File: config.mk
export PLATFORM = sky130hd
export DESIGN_NAME = girlanda_sequencer
export DESIGN_NICKNAME = d
export VERILOG_FILES = /design/src/rtl/girlanda_sequencer.sv
export SDC_FILE = /design/constraint.sdc
export NUM_CORES = 1
export LEC_CHECK = 0
export BUFFER_PORTS_ARGS = -buffer_cell sky130_fd_sc_hd__buf_2
export CORE_MARGIN = 8
export CORE_UTILIZATION = 29
export CTS_BUF_LIST = sky130_fd_sc_hd__clkbuf_4 sky130_fd_sc_hd__clkbuf_8
export DETAILED_ROUTE_END_ITERATION = 8
export PLACE_DENSITY = 0.49
export SETUP_SLACK_MARGIN = 0.15
export SYNTH_ARGS = -nofsm -noshare
export SYNTH_HDL_FRONTEND = slang
export SYNTH_SLANG_ARGS = --single-unit
File: constraint.sdc
create_clock -name clk -period 2 [get_ports clk]
set_clock_uncertainty 0.15 [all_clocks]
set_input_delay 0.3 -clock clk [delete_from_list [all_inputs] [get_ports clk]]
set_output_delay 0.3 -clock clk [all_outputs]
set_load 0.1 [all_outputs]
File: src/rtl/girlanda_sequencer.sv
// -----------------------------------------------------------------------------
// girlanda_sequencer
//   Sequencer for the 5-LED red/green garland. The active-low front-panel
//   button is synchronised and debounced. Each accepted press advances a
//   4-entry pattern mode. Registered red/green LED vectors are animated by a
//   programmable step prescaler.
//
// Ports
//   clk           in   1  system clock, all state on rising edge
//   reset         in   1  asynchronous, active-low reset
//   button        in   1  raw push button, active-low, asynchronous to clk
//   run           in   1  1 = animation advances, 0 = position/prescaler hold
//   red           out  5  red LED vector (registered), bit i = LED i
//   green         out  5  green LED vector (registered)
//   mode          out  2  current pattern mode
//   mode_changed  out  1  one-cycle pulse when mode advances
//   step_tick     out  1  one-cycle pulse on each animation step
// -----------------------------------------------------------------------------
module girlanda_sequencer #(
  parameter int DEBOUNCE = 25,
  parameter int STEP_DIV = 50,
  parameter int CNT_W    = 8
) (
  input  logic       clk,
  input  logic       reset,
  input  logic       button,
  input  logic       run,
  output logic [4:0] red,
  output logic [4:0] green,
  output logic [1:0] mode,
  output logic       mode_changed,
  output logic       step_tick
);

  typedef enum logic [1:0] {
    ST_IDLE  = 2'd0,
    ST_COUNT = 2'd1,
    ST_HELD  = 2'd2
  } db_state_t;

  localparam logic [CNT_W-1:0] L_DB_LAST   = CNT_W'(DEBOUNCE - 1);
  localparam logic [CNT_W-1:0] L_STEP_LAST = CNT_W'(STEP_DIV - 1);

  logic             r_sync1;
  logic             r_sync2;
  db_state_t        r_state;
  logic [CNT_W-1:0] r_cnt;
  logic [1:0]       r_mode;
  logic             r_mode_changed;
  logic [CNT_W-1:0] r_presc;
  logic [2:0]       r_pos;
  logic             r_step_tick;
  logic [4:0]       r_red;
  logic [4:0]       r_green;

  logic             w_btn_s;
  logic             w_accept;
  logic [4:0]       w_red;
  logic [4:0]       w_green;
  logic [5:0]       w_fill;

  assign w_btn_s = r_sync2;

  // Accept is decoded from the current COUNT state so that the mode register
  // and the mode_changed pulse update on the very edge the last low sample
  // is counted.
  assign w_accept = (r_state == ST_COUNT) && !w_btn_s && (r_cnt == L_DB_LAST);

  // Two-flop synchroniser for the asynchronous button; idles high (released).
  always_ff @(posedge clk or negedge reset) begin
    if (!reset) begin
      r_sync1 <= 1'b1;
      r_sync2 <= 1'b1;
    end else begin
      r_sync1 <= button;
      r_sync2 <= r_sync1;
    end
  end

  // Debounce FSM plus the mode register it advances.
  always_ff @(posedge clk or negedge reset) begin
    if (!reset) begin
      r_state        <= ST_IDLE;
      r_cnt          <= '0;
      r_mode         <= 2'd0;
      r_mode_changed <= 1'b0;
    end else begin
      r_mode_changed <= 1'b0;
      case (r_state)
        ST_IDLE: begin
          if (!w_btn_s) begin
            // The first low sample already counts as one.
            r_state <= ST_COUNT;
            r_cnt   <= CNT_W'(1);
          end else begin
            r_state <= ST_IDLE;
            r_cnt   <= '0;
          end
        end
        ST_COUNT: begin
          if (w_btn_s) begin
            r_state <= ST_IDLE;
            r_cnt   <= '0;
          end else if (r_cnt == L_DB_LAST) begin
            r_state <= ST_HELD;
            r_cnt   <= '0;
          end else begin
            r_state <= ST_COUNT;
            r_cnt   <= r_cnt + CNT_W'(1);
          end
        end
        ST_HELD: begin
          // Holding never re-fires; only a release re-arms the detector.
          if (w_btn_s) begin
            r_state <= ST_IDLE;
          end else begin
            r_state <= ST_HELD;
          end
          r_cnt <= '0;
        end
        default: begin
          r_state <= ST_IDLE;
          r_cnt   <= '0;
        end
      endcase
      if (w_accept) begin
        r_mode         <= r_mode + 2'd1;
        r_mode_changed <= 1'b1;
      end else begin
        r_mode         <= r_mode;
      end
    end
  end

  // Step prescaler and animation position; a mode change restarts both and
  // swallows any step that would coincide with it.
  always_ff @(posedge clk or negedge reset) begin
    if (!reset) begin
      r_presc     <= '0;
      r_pos       <= 3'd0;
      r_step_tick <= 1'b0;
    end else if (w_accept) begin
      r_presc     <= '0;
      r_pos       <= 3'd0;
      r_step_tick <= 1'b0;
    end else if (run) begin
      if (r_presc == L_STEP_LAST) begin
        r_presc     <= '0;
        r_step_tick <= 1'b1;
        r_pos       <= (r_pos == 3'd4) ? 3'd0 : (r_pos + 3'd1);
      end else begin
        r_presc     <= r_presc + CNT_W'(1);
        r_step_tick <= 1'b0;
      end
    end else begin
      r_step_tick <= 1'b0;
    end
  end

  assign w_fill = (6'd2 << r_pos) - 6'd1;

  // Pattern decode from the current mode and position.
  always_comb begin
    w_red   = 5'b11111;
    w_green = 5'b00000;
    case (r_mode)
      2'd0: begin
        w_red   = 5'b11111;
        w_green = 5'b00000;
      end
      2'd1: begin
        if (r_pos[0] == 1'b0) begin
          w_red   = 5'b10101;
          w_green = 5'b01010;
        end else begin
          w_red   = 5'b01010;
          w_green = 5'b10101;
        end
      end
      2'd2: begin
        w_red   = 5'b00001 << r_pos;
        w_green = ~(5'b00001 << r_pos) & 5'b11111;
      end
      2'd3: begin
        w_red   = w_fill[4:0];
        w_green = 5'b00000;
      end
      default: begin
        w_red   = 5'b11111;
        w_green = 5'b00000;
      end
    endcase
  end

  // LED output registers; they lag mode/pos by one cycle.
  always_ff @(posedge clk or negedge reset) begin
    if (!reset) begin
      r_red   <= 5'b11111;
      r_green <= 5'b00000;
    end else begin
      r_red   <= w_red;
      r_green <= w_green;
    end
  end

  assign red          = r_red;
  assign green        = r_green;
  assign mode         = r_mode;
  assign mode_changed = r_mode_changed;
  assign step_tick    = r_step_tick;

endmodule

Word level (Yosys, flattened, before mapping)
Index checks and enable logic that the tools add are counted.
{"block": "classes", "n_addsub": 5, "n_eq_ne": 8, "shift": 2, "mux": 24, "bitwise": 1, "reduce_logical": 9}
{"op": "8-bit two-way mux", "n": 5}
{"op": "5-bit case mux with 4 select lines", "n": 1}
{"op": "8-bit by 1-bit adder with 8-bit output, second input constant", "n": 2}
{"op": "8-bit case mux with 2 select lines", "n": 1}
{"op": "5-bit case mux with 3 select lines", "n": 1}
{"op": "3-bit two-way mux", "n": 4}
{"op": "5-bit two-way mux", "n": 2}
{"op": "8-bit by 5-bit == test with 1-bit output, second input constant", "n": 1}
{"op": "8-bit by 6-bit == test with 1-bit output, second input constant", "n": 1}
{"op": "2-bit == test, second input constant", "n": 3}
{"op": "1-bit two-way mux", "n": 6}
{"op": "2-bit two-way mux", "n": 3}
{"op": "2-bit case mux with 3 select lines", "n": 1}
{"op": "5-bit inverter", "n": 1}
{"op": "1-bit by 3-bit left shift with 5-bit output, first input constant", "n": 1}
{"op": "2-bit by 3-bit left shift with 5-bit output, first input constant", "n": 1}
{"op": "5-bit by 1-bit subtractor with 5-bit output, second input constant", "n": 1}
{"op": "2-bit by 1-bit == test with 1-bit output, second input constant", "n": 2}
{"op": "2-bit zero test", "n": 2}
{"op": "2-bit nonzero test", "n": 2}
{"op": "3-bit by 1-bit adder with 3-bit output, second input constant", "n": 1}
{"op": "3-bit == test, second input constant", "n": 1}
{"op": "2-bit by 1-bit adder with 2-bit output, second input constant", "n": 1}
{"op": "1-bit logical AND", "n": 2}
{"op": "other kinds (3)", "n": 3}
{"block": "word_totals", "regBits": 37, "in_bits": 4, "output_inout_bits": 14}

Longest topological paths before layout
Gate-level depths: netlist of the first run.
{"block": "depth", "word_depth": 5, "mapped_depth": 8, "ltp_nobuf": 8}

Worst setup path after synthesis of the first run
Ideal clock, no wire load.
{"block": "synth_path", "path_kind": "reg-to-reg", "from": "register r_cnt[0]", "to": "register r_mode[1] (netlist: mode[1])", "arrival_ns": 1.781, "required_time_ns": 1.723, "path_slack_ns": -0.058, "path_stages_with_launch": 7, "period_less_slack_ns": 2.058, "path_cell_list": "dfrtp_1 inv_1 ha_1 or4b_1 or3_4 nor2_8 mux2_4"}
{"block": "synth_via", "elab_chain_len": 2}
{"element": "from (decl)", "line": "47", "rtl": "logic [CNT_W-1:0] r_cnt;"}
{"element": "from (signal assigned)", "line": "109", "rtl": "r_cnt <= r_cnt + CNT_W'(1);"}
{"element": "8-bit by 5-bit == test with 1-bit output", "line": "67", "rtl": "assign w_accept = (r_state == ST_COUNT) && !w_btn_s && (r_cnt == L_DB_LAST);"}
{"element": "1-bit logical AND", "line": "67"}
{"element": "to (signal assigned)", "line": "127", "rtl": "r_mode <= r_mode + 2'd1;"}
{"element": "to (signal assigned)", "line": "130", "rtl": "r_mode <= r_mode;"}
{"element": "to (decl)", "line": "48", "rtl": "logic [1:0] r_mode;"}
No other way between the ends.
A chain may end at the register's enable or synchronous reset.

Final worst setup path of the first run
Ends and elaborated chain as after synthesis.

==> metrics.md, run 1 <==
| Metric | Value |
|---|---|
| Status | `complete, but fails checks` |
| Failing checks | `negative setup slack` |
| IO Pins | `18` |
| WL/cell | `approximately 12 µm` |
| Post-synth EDFFs | `0` |
| Final worst-path cycle share | `1.02` |
| Largest net degree at the start of global routing | `34` |
| Final hold vios | `0` |
| Peak VDD IR | `0.000382 V` |
| Synth Warn # | `0` |
| Nets | `230` |
| PortBufs | `17` |
| Most used DFF post-synth | `dfrtp_1` |
| Arrival time worst endpoint | `~2 ns` |
| Sequential cell area fraction in the yosys report | `0.514` |
| CP startpoint | `r_cnt[0]` |
| CP Capture Type | `flop` |
| Initial antenna violation count | `0` |
| DIE AREA | `9060 µm²` |
| FILL cells | `~640` |
| Vias in the first global route | `1298` |
| GPL Wtd Cong | `a little under 0.8` |
| Largest buffer count on any clock path | `2` |
| Area growth from synthesis to layout | `22.4%` |
| Layout cells sized above 1 | `0.259` |
| Min-delay src | `run` |
| Synthesized flop and latch total | `37` |
| GRT Total Usage | `0.0819` |
| Worst setup SP type | `flop` |
| Post-route DRC | `0` |
| Synth top area cells | `dfrtp_1, ha_1, dfstp_2` |
| Critical path peak fanout | `4` |
| Row cnt | `29` |
| Initial core utilization | `0.293` |
| Die Height | `roughly 95 µm` |
| Clock transition at the registers of the reported paths | `about 0.08 ns` |
| Post-DRT Antenna Nets | `0` |
| Final Setup Violations | `2` |
| Netlist Area Pre-Place | `approximately 1800 µm²` |
| Core area | `between 6000 and 7000 µm²` |
| Post-DP HPWL | `~2.4 mm` |
| Setup ws final | `-0.0389 ns` |
| Pwr dens | `approximately 760 nW/µm²` |
| Num CTS Buffers | `5` |
| H-tree depth | `2` |
| Hold Slack | `roughly 0.19 ns` |
| Cell variety after synth | `33` |
| Maxcap violations | `0` |
| Tot Pwr | `around 1700 µW` |
| Drt pass-1 iters | `4` |
| RSZ-0062 raised after global routing | `yes` |
| Crit path required time | `about 2.0 ns` |
| Iteration-0 DRC Markers | `17` |
| Ys async rst share | `1.00` |
| Worst rel slew slack | `0.494` |
| Leakage | `around 0.0011 µW` |
| Area fraction of the dominant cell type after synthesis | `0.413` |
| CTS tree | `yes` |
| Count of non-filler cells in the finished layout | `between 200 and 300` |
| Placed cell area | `between 2000 and 2500 µm²` |
| Worst r2r src | `r_cnt[0]` |
| Mean post-synth cell area | `about 11 µm²` |
| Worst hold path type | `input pin to flop` |
| Post-synth top cells | `dfrtp_1, nor2_1, nand2_1` |
| Final WL | `3.41 mm` |
| Synth area leader | `dfrtp_1` |
| Post-detailed-route via-to-cell ratio | `about 4.4` |
| Cells after synthesis | `around 170` |
| Crit Path Class | `flop to flop` |
| Clock latency on the worst-skew pair | `0.28 ns` |
| Placed insts | `277` |
| Pins over their slew limit | `0` |
| N_diodes | `0` |
| Final Instance Area | `between 2000 and 2500 µm²` |
| Vias | `about 1300` |
| Post-Syn Nets | `about 190` |
| Clk root buf | `clkbuf_8` |
| Fin crit period | `2.04 ns` |
| First-pass GRT wire length | `5.79 mm` |
| Die width | `between 90 and 100 µm` |
| Max Freq | `about 500 MHz` |
| Worst-Margin Slew | `roughly 0.76 ns` |
| Cell with the most instances after synthesis | `dfrtp_1` |
| Clock sinks | `37` |
| Total gr overflow | `0` |
| Pre-CTS WS | `-0.0448 ns` |
power breakdown:
group	switching [µW]	internal (µW)	total (µW)
clock network	258	312	569
logic	116	105	221
registers	82.0	813	895
total	456	1230	1690
state kept, by name, indices dropped and copies added, names as in the netlist:
register,flops
r_state,2
step_tick,1
r_sync2,1
mode_changed,1
r_cnt,8
r_presc,8
r_pos,3
mode,2
r_sync1,1
green,5
red,5
worst paths after layout:
path                                    to  depth (start not counted)  slack, ns
worst max register to register     mode[1]                          6      -0.04
min in group asynchronous       r_presc[4]                          2       0.47
max in group asynchronous       r_presc[3]                          3       0.69
worst max-delay path               mode[1]                          6      -0.04
worst min-delay path            r_presc[4]                          2       0.19
worst min register to register     r_sync2                          0       0.21
routing by layer:
layer / global-route usage / wire length, µm
met1: 0.0993 / 1670
met2: 0.128 / 1510
met3: 0.0339 / 211
met4: 0.0273 / 21
met5: 0 / 0
layout make-up:
cell class | instances | area, µm² | area share
multi-input cells | 123 | 836 | 0.375
flip-flops and latches | 37 | 937 | 0.421
well taps | 77 | 96.3 | 0.0433
clock inverters | 1 | 5.00 | 0.00225
clock buffers | 7 | 96.3 | 0.0433
repair buffers | 33 | 214 | 0.0961
inverters | 11 | 41.3 | 0.0185
worst max-delay path, cell delays in order (launching register included):
cell	delay, ns
dfrtp_1	0.38
inv_1	0.06
ha_1	0.13
or4b_1	0.42
or3_4	0.38
nor2_8	0.11
mux2_4	0.30
repair_timing:
| item | CTS | global route |
|---|---|---|
| hold buffers | 2 | 0 |
| resized for setup | 3 | 1 |
| endpoints found under the setup margin | 25 | 27 |
| hold endpoints to repair | 25 | 0 |
| setup buffers | 1 | 1 |
kinds of logic after synthesis:
| kind of cell | after synthesis | share of synthesized area |
|---|---|---|
| simple gates | 73 | 0.209 |
| fa+ha+maj | 15 | 0.103 |
| buf+inv | 13 | 0.0323 |
| xor+xnor | 12 | 0.0578 |
| mux | 4 | 0.0248 |
| compound gates | 19 | 0.0592 |
| flops | 37 | 0.514 |
layout by cell type (no fill, tap or decap), types with 3 or more instances in the layout:
cell type and n:
dfrtp_1 28, nor2_1 22, nand2_1 17, buf_2 17, ha_1 15, buf_4 13
inv_1 11, a21oi_1 9, nand3_1 7, xor2_1 7, clkbuf_8 7, dfstp_2 7
xnor2_1 5, o21ai_0 5, nand4_1 5, nor2b_1 3, nand2b_1 3, and3_1 3
mux2i_1 3
stage by stage:
| step | setup TNS, ns | util |
|---|---|---|
| 5_1_grt | -1.77 | 0.359 |
| 2_1_floorplan | -0.0579 | - |
| 3_3_place_gp | -0.00908 | 0.335 |
| 6_report | -0.0404 | 0.359 |
| 3_5_place_dp | -0.143 | 0.335 |
| 4_1_cts | -0.0813 | 0.357 |
No activity file was read; power rests on OpenSTA's default activity.
==> run 2, diff against run 1 <==
--- a/config.mk
+++ b/config.mk
@@ -11,6 +11,7 @@
 export CTS_BUF_LIST = sky130_fd_sc_hd__clkbuf_4 sky130_fd_sc_hd__clkbuf_8
 export DETAILED_ROUTE_END_ITERATION = 8
 export PLACE_DENSITY = 0.49
+export REMOVE_ABC_BUFFERS = 1
 export SETUP_SLACK_MARGIN = 0.15
 export SYNTH_ARGS = -nofsm -noshare
 export SYNTH_HDL_FRONTEND = slang
==> metrics.md, run 2 (synthesized netlist as in run 1, its figures left out) <==
| Metric | Value |
|---|---|
| Clock power share | `0.402` |
| Total gr overflow | `0` |
| RSZ-0062 raised after global routing | `yes` |
| WL/cell | `between 10 and 15 µm` |
| Hold Crit Depth | `2` |
| Final Setup Violations | `1` |
| Layout cells sized above 1 | `0.256` |
| Pins over their slew limit | `0` |
| CP Capture Type | `flop` |
| Initial core utilization | `0.293` |
| Fin crit period | `approximately 2 ns` |
| H-tree depth | `2` |
| Biggest regs | `r_cnt x8, r_presc x8` |
| Clock sinks | `37` |
| Setup ws final | `-0.0564 ns` |
| Sequential power share | `0.480` |
| FILL cells | `643` |
| Final core utilization | `0.363` |
| Final WL | `roughly 3.4 mm` |
| Iteration-0 DRC Markers | `57` |
| Switching power total | `roughly 460 µW` |
| Tot Pwr | `around 1900 µW` |
| Clock transition at the registers of the reported paths | `roughly 0.070 ns` |
| First-pass GRT wire length | `6.09 mm` |
| Worst setup SP type | `flop` |
| Worst-Margin Slew | `0.492 ns` |
| Peak VDD IR | `roughly 0.00031 V` |
| Largest net degree at the start of global routing | `38` |
| Clk root buf | `clkbuf_8` |
| Worst hold path type | `input pin to flop` |
| Failing checks | `negative setup slack` |
| Crit Path Class | `flop to flop` |
| Die width | `~95 µm` |
| IO Pins | `18` |
| Arrival time worst endpoint | `~2.1 ns` |
| Commonest non-fill, non-tap cell in the layout | `dfrtp_1` |
| Initial antenna violation count | `0` |
| Row cnt | `29` |
| Critical R2R Capture | `mode[1]` |
| Reg2Reg Depth | `6` |
| Drt pass-1 iters | `4` |
| Post-DP HPWL | `about 2.5 mm` |
| DIE AREA | `9060 µm²` |
| Final worst-path cycle share | `1.03` |
| Die Height | `between 90 and 100 µm` |
| CTS tree | `yes` |
| Area growth from synthesis to layout | `23.9%` |
| Commonest non-fill, non-tap cells in the layout | `dfrtp_1, nor2_1, nand2_1, buf_2, ha_1` |
| Vias | `1269` |
| GRT Total Usage | `0.0851` |
| Nets | `roughly 230` |
| PortBufs | `17` |
| Sw frac | `0.245` |
| Post-DRT Antenna Nets | `0` |
| Status | `complete, but fails checks` |
| Hold EP | `r_presc[4]` |
| Min-delay src | `run` |
| Clock latency on the worst-skew pair | `0.28 ns` |
| Post-detailed-route via-to-cell ratio | `between 4 and 5` |
| Critical path peak fanout | `4` |
| Maxcap violations | `0` |
| Max Freq | `486 MHz` |
| Comb power frac | `0.118` |
| Worst r2r src | `r_cnt[1]` |
| Core area | `~6200 µm²` |
| Num CTS Buffers | `5` |
| Final hold vios | `0` |
| Post-route DRC | `0` |
| Largest buffer count on any clock path | `2` |
| Vias in the first global route | `roughly 1300` |
| N_diodes | `0` |
| Worst rel slew slack | `0.674` |
| R2R setup slack | `-0.06 ns` |
| Pwr dens | `831 nW/µm²` |
| Internal | `1410 µW` |
| Leakage | `around 0.0011 µW` |
| Crit path required time | `2.02 ns` |
| GPL Wtd Cong | `0.771` |
-- run 2: repair_timing --
action                     in CTS  in global routing
buffers inserted                2                  1
setup endpoints to repair      25                 27
hold buffers                    2                  0
pin swaps                       1                  0
hold endpoints to repair       31                  0
resized for setup               1                  4
-- run 2: final cells by class --
type,count,area (µm²),area share
Tap cell,77,96.3,0.0427
Clock inverter,3,65.1,0.0289
Inverter,11,41.3,0.0183
Timing Repair Buffer,32,203,0.0899
Sequential cell,37,935,0.415
Multi-Input combinational cell,123,846,0.375
Clock buffer,5,68.8,0.0305
-- run 2: through the flow --
stage               hold slack [ns]  setup WS, ns  area (µm²)  cells  TNS, ns
floorplan                    -0.146        -0.117        1800    171   -0.153
global placement              0.197       -0.0336        2060    275  -0.0908
detailed placement            0.199       -0.0664        2060    275   -0.321
CTS                           0.163       -0.0453        2230    287   -0.216
global route                  0.182        -0.145        2250    288    -1.90
finish                        0.184       -0.0564        2250    288  -0.0564
-- run 2: metal layers --
| metal | global-route usage | up-vias | part of all wire | wire [µm] |
|---|---|---|---|---|
| li1 | - | 648 | - | - |
| met4 | 0.0442 | 0 | 0.020 | 70 |
| met5 | 0 | - | 0 | 0 |
| met2 | 0.136 | 16 | 0.46 | 1580 |
| met1 | 0.104 | 600 | 0.47 | 1630 |
| met3 | 0.0205 | 5 | 0.044 | 151 |
-- run 2: power by group through the flow --
stage          logic, µW  registers (µW)  clock network (µW)
5_1_grt              264             913                 815
2_1_floorplan        150             889                   0
3_5_place_dp         216             907                   0
4_1_cts              221             896                 783
3_3_place_gp         208             910                   0
6_report             221             899                 753
-- run 2: how the worst max path moves through the flow --
stage,start,endpoint,slack [ns],depth (start not counted)
floorplan,r_cnt[0],mode[1],-0.12,6
global placement,r_cnt[1],mode[1],-0.03,6
detailed placement,r_cnt[1],mode[1],-0.07,6
CTS,r_cnt[1],mode[1],-0.05,6
global route,r_cnt[1],mode[1],-0.15,6
finish,r_cnt[1],mode[1],-0.06,6
-- run 2: worst max-delay path, stage by stage (launching register included) --
cell and delay [ns]:
dfrtp_1 0.39, inv_1 0.07, ha_1 0.13, or4b_1 0.42, or3_4 0.38, nor2_8 0.12
mux2_4 0.30
==> run 3, diff against run 2 <==
--- a/config.mk
+++ b/config.mk
@@ -12,7 +12,7 @@
 export DETAILED_ROUTE_END_ITERATION = 8
 export PLACE_DENSITY = 0.49
 export REMOVE_ABC_BUFFERS = 1
-export SETUP_SLACK_MARGIN = 0.15
+export SETUP_SLACK_MARGIN = 0.2
 export SYNTH_ARGS = -nofsm -noshare
 export SYNTH_HDL_FRONTEND = slang
 export SYNTH_SLANG_ARGS = --single-unit
==> metrics.md, run 3 (synthesized netlist as in run 1, its figures left out) <==
| Metric | Value |
|---|---|
| Crit Path Class | `flop to flop` |
| Drt pass-1 iters | `4` |
| Delay-heaviest family, CP | `simple AND/OR/NAND/NOR gates` |
| Die width | `around 95 µm` |
| N_diodes | `0` |
| Largest buffer count on any clock path | `2` |
| Max Freq | `488 MHz` |
| CTS tree | `yes` |
| Maxcap violations | `0` |
| Nets | `roughly 230` |
| Final Setup Violations | `1` |
| Critical Path Slowest Stage Cell | `or4b_1` |
| Largest net degree at the start of global routing | `38` |
| Clock transition at the registers of the reported paths | `about 0.080 ns` |
| Tot Pwr | `roughly 1900 µW` |
| Total gr overflow | `0` |
| Commonest non-fill, non-tap cells in the layout | `dfrtp_1, nor2_1, nand2_1, buf_2, ha_1` |
| Failing checks | `negative setup slack` |
| Clock sinks | `37` |
| Layout cells sized above 1 | `0.256` |
| Commonest non-fill, non-tap cell in the layout | `dfrtp_1` |
| PortBufs | `17` |
| Clk root buf | `clkbuf_8` |
| Area growth from synthesis to layout | `24.5%` |
| Num CTS Buffers | `5` |
| H-tree depth | `2` |
| Worst setup SP type | `flop` |
| GRT busiest layer | `met2` |
| Met2 usage | `0.136` |
| Worst path cell trace | `inv_1 > ha_1 > or4b_1 > or3_4 > nor2_8 > mux2_4` |
| Routing usage on met1 | `0.104` |
| Pre-CTS WS | `-0.0664 ns` |
| Slowest stage delay, CP | `0.42 ns` |
| Met3 GRT Util | `0.0205` |
| GRT Total Usage | `0.0851` |
| Iteration-0 DRC Markers | `51` |
| Crit path required time | `between 2 and 2.5 ns` |
| Worst rel slew slack | `0.674` |
| Hold Slack | `approximately 0.18 ns` |
| WL/cell | `12.1 µm` |
| Leakage | `approximately 0.0011 µW` |
| Clock latency on the worst-skew pair | `0.28 ns` |
| Row cnt | `29` |
| Core area | `6200 µm²` |
| Post-route DRC | `0` |
| Die Height | `95.2 µm` |
| Peak VDD IR | `~0.00034 V` |
| Worst r2r src | `r_cnt[1]` |
| Pins over their slew limit | `0` |
| Worst-Margin Slew | `0.492 ns` |
| Post-DP HPWL | `2.50 mm` |
| Biggest regs | `r_cnt x8, r_presc x8` |
| Worst hold path type | `input pin to flop` |
| FILL cells | `roughly 640` |
| Setup ws final | `-0.0511 ns` |
| Pwr dens | `around 830 nW/µm²` |
| GPL Wtd Cong | `about 0.77` |
| Setup TNS | `-0.0511 ns` |
| CP bufs+invs | `1` |
| Critical path peak fanout | `4` |
| Initial antenna violation count | `0` |
| Vias in the first global route | `~1300` |
| Final worst-path cycle share | `1.03` |
| Fin crit period | `about 2.1 ns` |
| R2R setup slack | `-0.05 ns` |
| CP startpoint | `r_cnt[1]` |
| Min-delay src | `run` |
| Arrival time worst endpoint | `roughly 2.1 ns` |
| Vias | `1275` |
| IO Pins | `18` |
| Status | `complete, but fails checks` |
| Post-detailed-route via-to-cell ratio | `4.43` |
| Initial core utilization | `0.293` |
| RSZ-0062 raised after global routing | `yes` |
| Final hold vios | `0` |
| DIE AREA | `between 9000 and 10000 µm²` |
| Post-DRT Antenna Nets | `0` |
| CP Capture Type | `flop` |
| First-pass GRT wire length | `between 6 and 7 mm` |
| Final WL | `approximately 3.5 mm` |
run 3: cell counts in the layout (fill, tap and decap cells not counted):
No cell type changed its count.
run 3: final timing paths:
| check | endpoint | cells after the start |
|---|---|---|
| min in group asynchronous | r_presc[2] | 3 |
| max reg2reg | mode[1] | 6 |
| max in group asynchronous | red[4] | 3 |
| min reg2reg | r_sync2 | 0 |
| max | mode[1] | 6 |
| min | r_presc[4] | 2 |
run 3: report_power, final:
part,total [µW],switching [µW],internal (µW),leakage [µW]
Clock,762,266,495,0.0000681
Combinational,225,116,109,0.000579
Sequential,898,85.3,813,0.000480
run 3: through the flow:
step / utilization / area (µm²) / cells
floorplan: - / 1800 / 171
global placement: 0.332 / 2060 / 275
detailed placement: 0.332 / 2060 / 275
CTS: 0.360 / 2230 / 287
global route: 0.365 / 2260 / 288
finish: 0.365 / 2260 / 288
run 3: routing by layer:
| metal | routed length (µm) | part of all wire |
|---|---|---|
| met2 | 1620 | 0.47 |
| met1 | 1640 | 0.47 |
| met5 | 0 | 0 |
| met3 | 151 | 0.043 |
| met4 | 72 | 0.021 |
run 3: worst reg2reg max path: cells and delay by family (launching register included):
family | cells | cell delay [ns]
simple gates | 3 | 0.91
flops | 1 | 0.39
mux | 1 | 0.30
fa+ha+maj | 1 | 0.13
buf+inv | 1 | 0.07
run 3: final cells by class:
class / count / area (µm²) / share of cell area
repair buffers: 32 / 203 / 0.0895
well taps: 77 / 96.3 / 0.0425
clock inverters: 3 / 65.1 / 0.0287
multi-input cells: 123 / 856 / 0.378
inverters: 11 / 41.3 / 0.0182
flip-flops and latches: 37 / 935 / 0.413
clock buffers: 5 / 68.8 / 0.0304
run 3: what timing repair did:
| action | in CTS | in global routing |
|---|---|---|
| gates resized for setup | 1 | 6 |
| hold buffers | 2 | 0 |
| pin swaps | 1 | 0 |
| setup buffers | 2 | 1 |
| endpoints found under the setup margin | 25 | 27 |
| endpoints found under the hold margin | 31 | 0 |
